[src/rtl/conv_window_sched.sv]
// Raster-frame scheduler for the KxK convolution window datapath: counts accepted
// pixels, drives the line-buffer shift and hands complete windows to the MAC array.
module conv_window_sched #(
  parameter int IMG_W = 28,
  parameter int IMG_H = 28,
  parameter int K     = 3,
  parameter int CW    = 5
) (
  input  logic          i_clk,
  input  logic          i_rst,
  input  logic          i_start,
  input  logic          i_pix_valid,
  output logic          o_pix_ready,
  output logic          o_lb_en,
  output logic          o_win_valid,
  input  logic          i_win_ready,
  output logic [CW-1:0] o_win_col,
  output logic [CW-1:0] o_win_row,
  output logic          o_busy,
  output logic          o_frame_done
);

  localparam logic [1:0] S_IDLE  = 2'd0;
  localparam logic [1:0] S_RUN   = 2'd1;
  localparam logic [1:0] S_DRAIN = 2'd2;

  localparam logic [CW-1:0] KM1      = CW'(K - 1);
  localparam logic [CW-1:0] COL_LAST = CW'(IMG_W - 1);
  localparam logic [CW-1:0] ROW_LAST = CW'(IMG_H - 1);

  logic [1:0]    state;
  logic [CW-1:0] col;
  logic [CW-1:0] row;

  logic accept;
  logic consume;
  logic win_load;
  logic col_wrap;
  logic last_pix;

  // Ready looks through a window being consumed this cycle so the pipe never bubbles.
  always_comb begin
    o_pix_ready = (state == S_RUN) && (!o_win_valid || i_win_ready);
    accept      = i_pix_valid && o_pix_ready;
    consume     = o_win_valid && i_win_ready;
    col_wrap    = (col == COL_LAST);
    win_load    = accept && (col >= KM1) && (row >= KM1);
    last_pix    = accept && col_wrap && (row == ROW_LAST);
  end

  assign o_lb_en = accept;
  assign o_busy  = (state != S_IDLE);

  always_ff @(posedge i_clk or posedge i_rst) begin
    if (i_rst) begin
      state        <= S_IDLE;
      col          <= '0;
      row          <= '0;
      o_frame_done <= 1'b0;
    end else begin
      o_frame_done <= 1'b0;
      case (state)
        S_IDLE: begin
          if (i_start) begin
            state <= S_RUN;
            col   <= '0;
            row   <= '0;
          end
        end
        S_RUN: begin
          if (accept) begin
            if (col_wrap) begin
              col <= '0;
              row <= row + 1'b1;
            end else begin
              col <= col + 1'b1;
            end
            if (last_pix) state <= S_DRAIN;
          end
        end
        S_DRAIN: begin
          if (!o_win_valid || consume) begin
            o_frame_done <= 1'b1;
            state        <= S_IDLE;
          end
        end
        default: state <= S_IDLE;
      endcase
    end
  end

  // A newly completed window takes priority over clearing the one being consumed.
  always_ff @(posedge i_clk or posedge i_rst) begin
    if (i_rst) begin
      o_win_valid <= 1'b0;
      o_win_col   <= '0;
      o_win_row   <= '0;
    end else if (state == S_IDLE) begin
      if (i_start) o_win_valid <= 1'b0;
    end else if (win_load) begin
      o_win_valid <= 1'b1;
      o_win_col   <= col - KM1;
      o_win_row   <= row - KM1;
    end else if (consume) begin
      o_win_valid <= 1'b0;
    end
  end

endmodule

[config.mk]
export PLATFORM = sky130hd
export DESIGN_NAME = conv_window_sched
export DESIGN_NICKNAME = d
export VERILOG_FILES = /design/src/rtl/conv_window_sched.sv
export SDC_FILE = /design/constraint.sdc
export NUM_CORES = 1
export LEC_CHECK = 0
export CAP_MARGIN = 20
export CORE_MARGIN = 1.5
export CORE_UTILIZATION = 50
export DETAILED_ROUTE_END_ITERATION = 8
export PLACE_DENSITY = 0.74
export REMOVE_ABC_BUFFERS = 1
export SLEW_MARGIN = 15
export SYNTH_ARGS = -nofsm -noshare
export SYNTH_HDL_FRONTEND = slang
export SYNTH_SLANG_ARGS = --single-unit
[constraint.sdc]
create_clock -name i_clk -period 2.9 [get_ports i_clk]
set_input_delay 0.58 -clock i_clk [delete_from_list [all_inputs] [get_ports i_clk]]
set_output_delay 0.58 -clock i_clk [all_outputs]
set_load 0.03 [all_outputs]
==> metrics.json, run 1 <==
{
  "antenna_cells": 0,
  "drc": 0,
  "syn_area_um2": 1390,
  "routed-via-count": 1031,
  "p_seq_share_pct": 37.1,
  "cp.required_ns": 2.32,
  "globalRouteTotalUtil_pct": 18.5,
  "clock_tree.root_cell": "clkbuf_4",
  "swShare_pct": 40.9,
  "fmax_ghz": 0.372,
  "layout.nets": 163,
  "avgRoutedWirePerCell_um": 15.1,
  "drv.max_cap_violation_count": 0,
  "min_period_over_period_pct": 92.7,
  "post_drt_via_cell_ratio": 5.76,
  "p_switching_uw": 630,
  "numClockSinks": 24,
  "ys_seq_elements": 24,
  "io_buffer_count": 19,
  "fin_worst_skew_ns": 0.00824,
  "cts.hold.buffers_added": 0,
  "timing.setup.tns_ns": 0,
  "die_w_um": 55.6,
  "cts_tree": "done",
  "synth_area_leader_cell": "dfrtp_1",
  "number_of_global_route_vias_before_repair": 1036,
  "r2r_slack_ns": 0.94,
  "core_region_area_um2": 2540,
  "crit_path_start": "i_win_ready",
  "seq_area_frac_synth_pct": 43.4,
  "critical_path.cell_chain": "clkdlybuf4s50_1 > nand2b_1 > nand3_2 > inv_1 > clkdlybuf4s50_1",
  "io-pin-count": 20,
  "worstSetupEndpoint": "o_lb_en",
  "p_per_area_nw_per_um2": 958,
  "fillCellCount": 223,
  "floorplan.initialDensity_pct": 54.4,
  "setup_violation_total_in_the_final_timing_report": 0,
  "grt_setup_unrepaired": "false",
  "routed_wl_mm": 2.71,
  "netlist_top_cells_area": "dfrtp_1 (43%), mux2_4 (7.6%), ha_1 (7.2%), nand2b_1 (3.2%), inv_1 (3.0%)",
  "cts_repair_resize_count": 0,
  "layout_common_cells": "dfrtp_1 (24), clkdlybuf4s50_1 (19), inv_1 (11), nand2_1 (11)",
  "post_synth_num_cell_types": 36,
  "postSynthAreaPerCell_um2": 10.5,
  "post_cts_setup_repair_bufs": 0,
  "post_dp_cell_area_um2": 1570,
  "timing.final.max_slew_violations": 0,
  "power.ir.vdd_worst_uv": 638,
  "clock_path_buffers": 2,
  "hold_path.class": "register to register",
  "tightestPinTransition_ns": 0.925,
  "critical_path_arrival_ns": 2.11,
  "ys.flop_type": "dfrtp_1",
  "critPathCaptureType": "output port",
  "cts_inserted_buffers": 3,
  "final_layout_size_suffix_gt1_share_pct": 14.8,
  "cpPeakStageDelay_ns": 0.68,
  "post-route-min-period_ns": 2.69,
  "synth-warning-count": 0,
  "regArea_um2": 601,
  "pin_count_of_the_biggest_net_entering_global_routing": 25,
  "p_comb_share_pct": 51.5,
  "cp-start-kind": "input pin",
  "intPower_uw": 912,
  "share_clk_of_total_power_pct": 11.5,
  "vertical_die_dimension_um": 55.6,
  "fp.dieArea_um2": 3090,
  "slew_headroom_pct": 38.2,
  "worstPathMaxFanout": 3,
  "drt_first_pass_iters": 4,
  "syn_inst": 132,
  "cellLeakagePower_uw": 0.000778,
  "hpwlAfterDp_mm": 1.97,
  "worst-r2r-cell-count": 5,
  "total_area_of_multi_input_combinational_cells_um2": 703,
  "grt-ovfl-total": 0,
  "gp_congestion": 0.848,
  "post-place-cells": 175,
  "synth-edff-count": 0,
  "r2r_start": "state[1]",
  "flow.area_growth_from_synthesis_pct": 16.2,
  "placement_rows": 18,
  "final_design_area_no_fill_um2": 1610,
  "critical_path.slowest_cell": "clkdlybuf4s50_1",
  "path_clk_slew_ns": 0.14,
  "first_iter_violations": 18,
  "antenna_found_initial": 0,
  "timing.rr.end": "o_win_col[4]",
  "global_route_wire_length_before_repair_mm": 4.62,
  "drtAntennaViolNets": 0,
  "latest_clock_arrival_within_the_worst_skew_pair_ns": 0.31,
  "hold_viol_final": 0,
  "ws_path_type": "input pin to output port",
  "instances_no_fill": 179,
  "clock_tree.htree_level_count": 1,
  "critPathMostFrequentCell": "clkdlybuf4s50_1",
  "run_status": "complete, no violations",
  "layout_commonest_cell": "dfrtp_1",
  "synth_largest_type_area_fraction_pct": 43.4,
  "asyncSetResetFlopFracSynth_pct": 100
}
[per-layer routing]
metal  GRT usage (%)  vias to the layer above  share of wire, %
met5               0                        -                 0
met4            7.67                        0               2.1
met3            3.26                        9               5.1
met2            30.8                       42                48
met1            23.6                      494                45
li1                -                      486                 -
[sequential cells by signal (all words and copies together) (netlist names)]
register / count
col: 5
o_win_valid: 1
o_frame_done: 1
row: 5
state: 2
o_win_col: 5
o_win_row: 5
[kinds of logic (layout without fill, tap and decap cells)]
logic type,Yosys count,in the layout,synth area share [%]
xor+xnor,4,4,2.53
buf+inv,17,34,5.87
mux,14,14,12.9
flops,24,24,43.4
simple gates,51,51,20.8
compound gates,14,14,7.32
fa+ha+maj,8,8,7.23
[power by group through the flow]
stage          logic, uW  registers [uW]  clock network [uW]
2_1_floorplan        423             691                   0
3_3_place_gp         773             571                   0
3_5_place_dp         794             582                   0
4_1_cts              799             574                 181
5_1_grt              854             596                 195
6_report             794             572                 177
[worst min-delay path by stage]
stage                       from      endpoint  slack, ns  cells past startpoint
floorplan                 col[0]        col[0]       0.54                      1
global placement    o_win_row[3]  o_win_row[3]       0.49                      1
detailed placement  o_win_row[3]  o_win_row[3]       0.50                      1
CTS                 o_win_row[3]  o_win_row[3]       0.53                      1
global route        o_win_row[0]  o_win_row[0]       0.55                      1
finish              o_win_row[3]  o_win_row[3]       0.52                      1
[worst max-delay path, delay by kind of cell]
family | cells | cell delay [ns]
AND/OR/NAND/NOR | 2 | 0.23
buffers and inverters | 3 | 1.29
[synthesized netlist by cell type (all sizes together), types with 7 or more instances]
cell,count
nand2b,7
nand3,7
inv,11
ha,8
mux2,10
dfrtp,24
nand2,11
nor2,8
[final cells by class]
class / instances / area share [%]
inverter: 11 / 2.57
clock buffer: 4 / 2.26
sequential: 24 / 37.3
tap: 30 / 2.33
multi-input combinational: 91 / 43.7
timing repair buffer: 19 / 11.8
[per-stage QoR]
step,total power [uW],worst slack [ns],util [%],hold slack (ns)
after global routing,1640,0.144,63.2,0.550
after floorplan,1110,1.02,-,0.540
final,1540,0.213,63.2,0.523
after CTS,1550,0.219,63.2,0.527
after detailed placement,1380,0.229,61.8,0.496
after global placement,1340,0.241,61.8,0.488
Note: power is estimated with default switching activity, not from simulation.
==> run 2, diff against run 1 <==
CORE_UTILIZATION = 42   (was 50)
PLACE_DENSITY = unset   (was 0.74)
==> run 2 against run 1 <==
  * Cell count increased by 7.8%
  * First-iteration DRC count rose by 11%
  * Die area up 18%
  * Design area rose by 0.70%
  * Largest power group unchanged
  * Via count is 5.3% lower
  * Utilization fell by 11 points
  * Critical endpoint unchanged
  * Setup slack got worse by 0.021 ns
  * Wire length shrank 6.1%
  * Sequential power is essentially flat
  * Combinational power down 2%
  * Non-clock buffer count rose by 1
  * Critical path type unchanged
  * Global-route usage shrank 2.3 points
==> metrics.json, run 2 (synthesis gave the netlist of run 1 again) <==
{
  "run_status": "complete, no violations",
  "intPower_uw": 884,
  "p_comb_share_pct": 52.1,
  "drt_first_pass_iters": 4,
  "layout.nets": 164,
  "whs_ns": 0.525,
  "io_buffer_count": 19,
  "ws_path_type": "input pin to output port",
  "setup_violation_total_in_the_final_timing_report": 0,
  "core_region_area_um2": 3100,
  "drc": 0,
  "p_per_area_nw_per_um2": 926,
  "min_period_over_period_pct": 93.4,
  "io-pin-count": 20,
  "fp.dieArea_um2": 3650,
  "clock_tree.htree_level_count": 1,
  "fin_worst_skew_ns": 0.0113,
  "number_of_global_route_vias_before_repair": 994,
  "worstSetupPathDepth": 5,
  "post-route-min-period_ns": 2.71,
  "floorplan.initialDensity_pct": 44.6,
  "fmax_ghz": 0.369,
  "timing.final.max_slew_violations": 0,
  "worst-r2r-cell-count": 5,
  "hold_path.class": "register to register",
  "first_iter_violations": 20,
  "slew_headroom_pct": 72.6,
  "routed_wl_mm": 2.55,
  "path_clk_slew_ns": 0.12,
  "routed-via-count": 976,
  "gp_congestion": 0.794,
  "placement_rows": 20,
  "critPathMostFrequentCell": "clkdlybuf4s50_1",
  "tightestPinTransition_ns": 0.411,
  "share_clk_of_total_power_pct": 10.0,
  "grt-ovfl-total": 0,
  "critical_path.cell_chain": "clkdlybuf4s50_1 > nand2b_1 > nand3_2 > inv_1 > clkdlybuf4s50_1",
  "layout_common_cells": "dfrtp_1 (24), clkdlybuf4s50_1 (19), inv_1 (11), nand2_1 (11)",
  "p_switching_uw": 616,
  "antenna_found_initial": 0,
  "power.ir.vdd_worst_uv": 448,
  "global_route_wire_length_before_repair_mm": 4.42,
  "post_cts_setup_repair_bufs": 0,
  "cts_repair_resize_count": 0,
  "critical-path-top-delay-family": "buffers and inverters",
  "post_drt_via_cell_ratio": 5.06,
  "p_total_uw": 1500,
  "cts.hold.buffers_added": 0,
  "flow.area_growth_from_synthesis_pct": 17.0,
  "pin_count_of_the_biggest_net_entering_global_routing": 25,
  "globalRouteTotalUtil_pct": 16.1,
  "cp-start-kind": "input pin",
  "latest_clock_arrival_within_the_worst_skew_pair_ns": 0.32,
  "p_seq_share_pct": 37.9,
  "worstPathMaxFanout": 3,
  "layout_commonest_cell": "dfrtp_1",
  "hpwlAfterDp_mm": 1.82,
  "critPathCaptureType": "output port",
  "cts_inserted_buffers": 3,
  "cpPeakStageDelay_ns": 0.68,
  "cts_tree": "done",
  "antenna_cells": 0,
  "cp.required_ns": 2.32,
  "avgRoutedWirePerCell_um": 13.2,
  "clock_tree.root_cell": "clkbuf_4",
  "vertical_die_dimension_um": 60.4,
  "min_delay_path_depth": 1,
  "grt_setup_unrepaired": "false",
  "cellLeakagePower_uw": 0.000775,
  "critical_path_arrival_ns": 2.13,
  "swShare_pct": 41.0,
  "timing.setup.tns_ns": 0,
  "final_layout_size_suffix_gt1_share_pct": 14.8,
  "critical_path.slowest_cell": "clkdlybuf4s50_1",
  "numClockSinks": 24,
  "hold_viol_final": 0,
  "drtAntennaViolNets": 0,
  "clock_path_buffers": 2,
  "drv.max_cap_violation_count": 0,
  "die_w_um": 60.4,
  "worstPathBufferInverterCount": 3
}
==> run 2: cell count changes in the layout (fill, tap and decap cells not counted), sizes merged <==
cell    previous run  this run
clkbuf             4         3
buf                0         1
==> run 2: power groups by stage <==
stage          combinational (uW)  clock (uW)  sequential [uW]
3_3_place_gp                  784           0              573
2_1_floorplan                 423           0              691
3_5_place_dp                  786           0              578
6_report                      782         149              569
4_1_cts                       795         156              570
5_1_grt                       857         165              589
==> run 2: worst paths after layout <==
path | from | slack [ns] | end
min reg2reg | o_win_row[3] | 0.53 | o_win_row[3]
max | i_win_ready | 0.19 | o_lb_en
max reg2reg | state[1] | 0.93 | o_win_col[1]
min in group asynchronous | i_rst | 0.58 | o_win_row[1]
max in group asynchronous | i_rst | 2.07 | o_win_col[1]
min | o_win_row[3] | 0.53 | o_win_row[3]
==> run 2: final cells by class <==
cell class | instances | area (um^2)
clock buffers | 3 | 22.5
fillers | 317 | 1480
inverters | 11 | 41.3
multi-input cells | 91 | 703
flip-flops and latches | 24 | 601
well taps | 44 | 55.1
repair buffers | 20 | 198
==> run 2: stage by stage <==
stage	setup slack [ns]	cell area (um^2)	cells	utilization, %
6_report	0.192	1620	193	52.2
5_1_grt	0.127	1620	193	52.2
4_1_cts	0.191	1620	193	52.2
3_5_place_dp	0.191	1600	190	51.5
3_3_place_gp	0.205	1600	190	51.5
2_1_floorplan	1.02	1350	126	-
==> run 2: per-layer routing <==
layer | vias up | global-route usage (%) | share of wire, %
li1 | 487 | - | -
met1 | 465 | 21.4 | 50
met2 | 17 | 25.8 | 44
met3 | 7 | 1.92 | 2.5
met4 | 0 | 8.70 | 3.0
met5 | - | 0 | 0
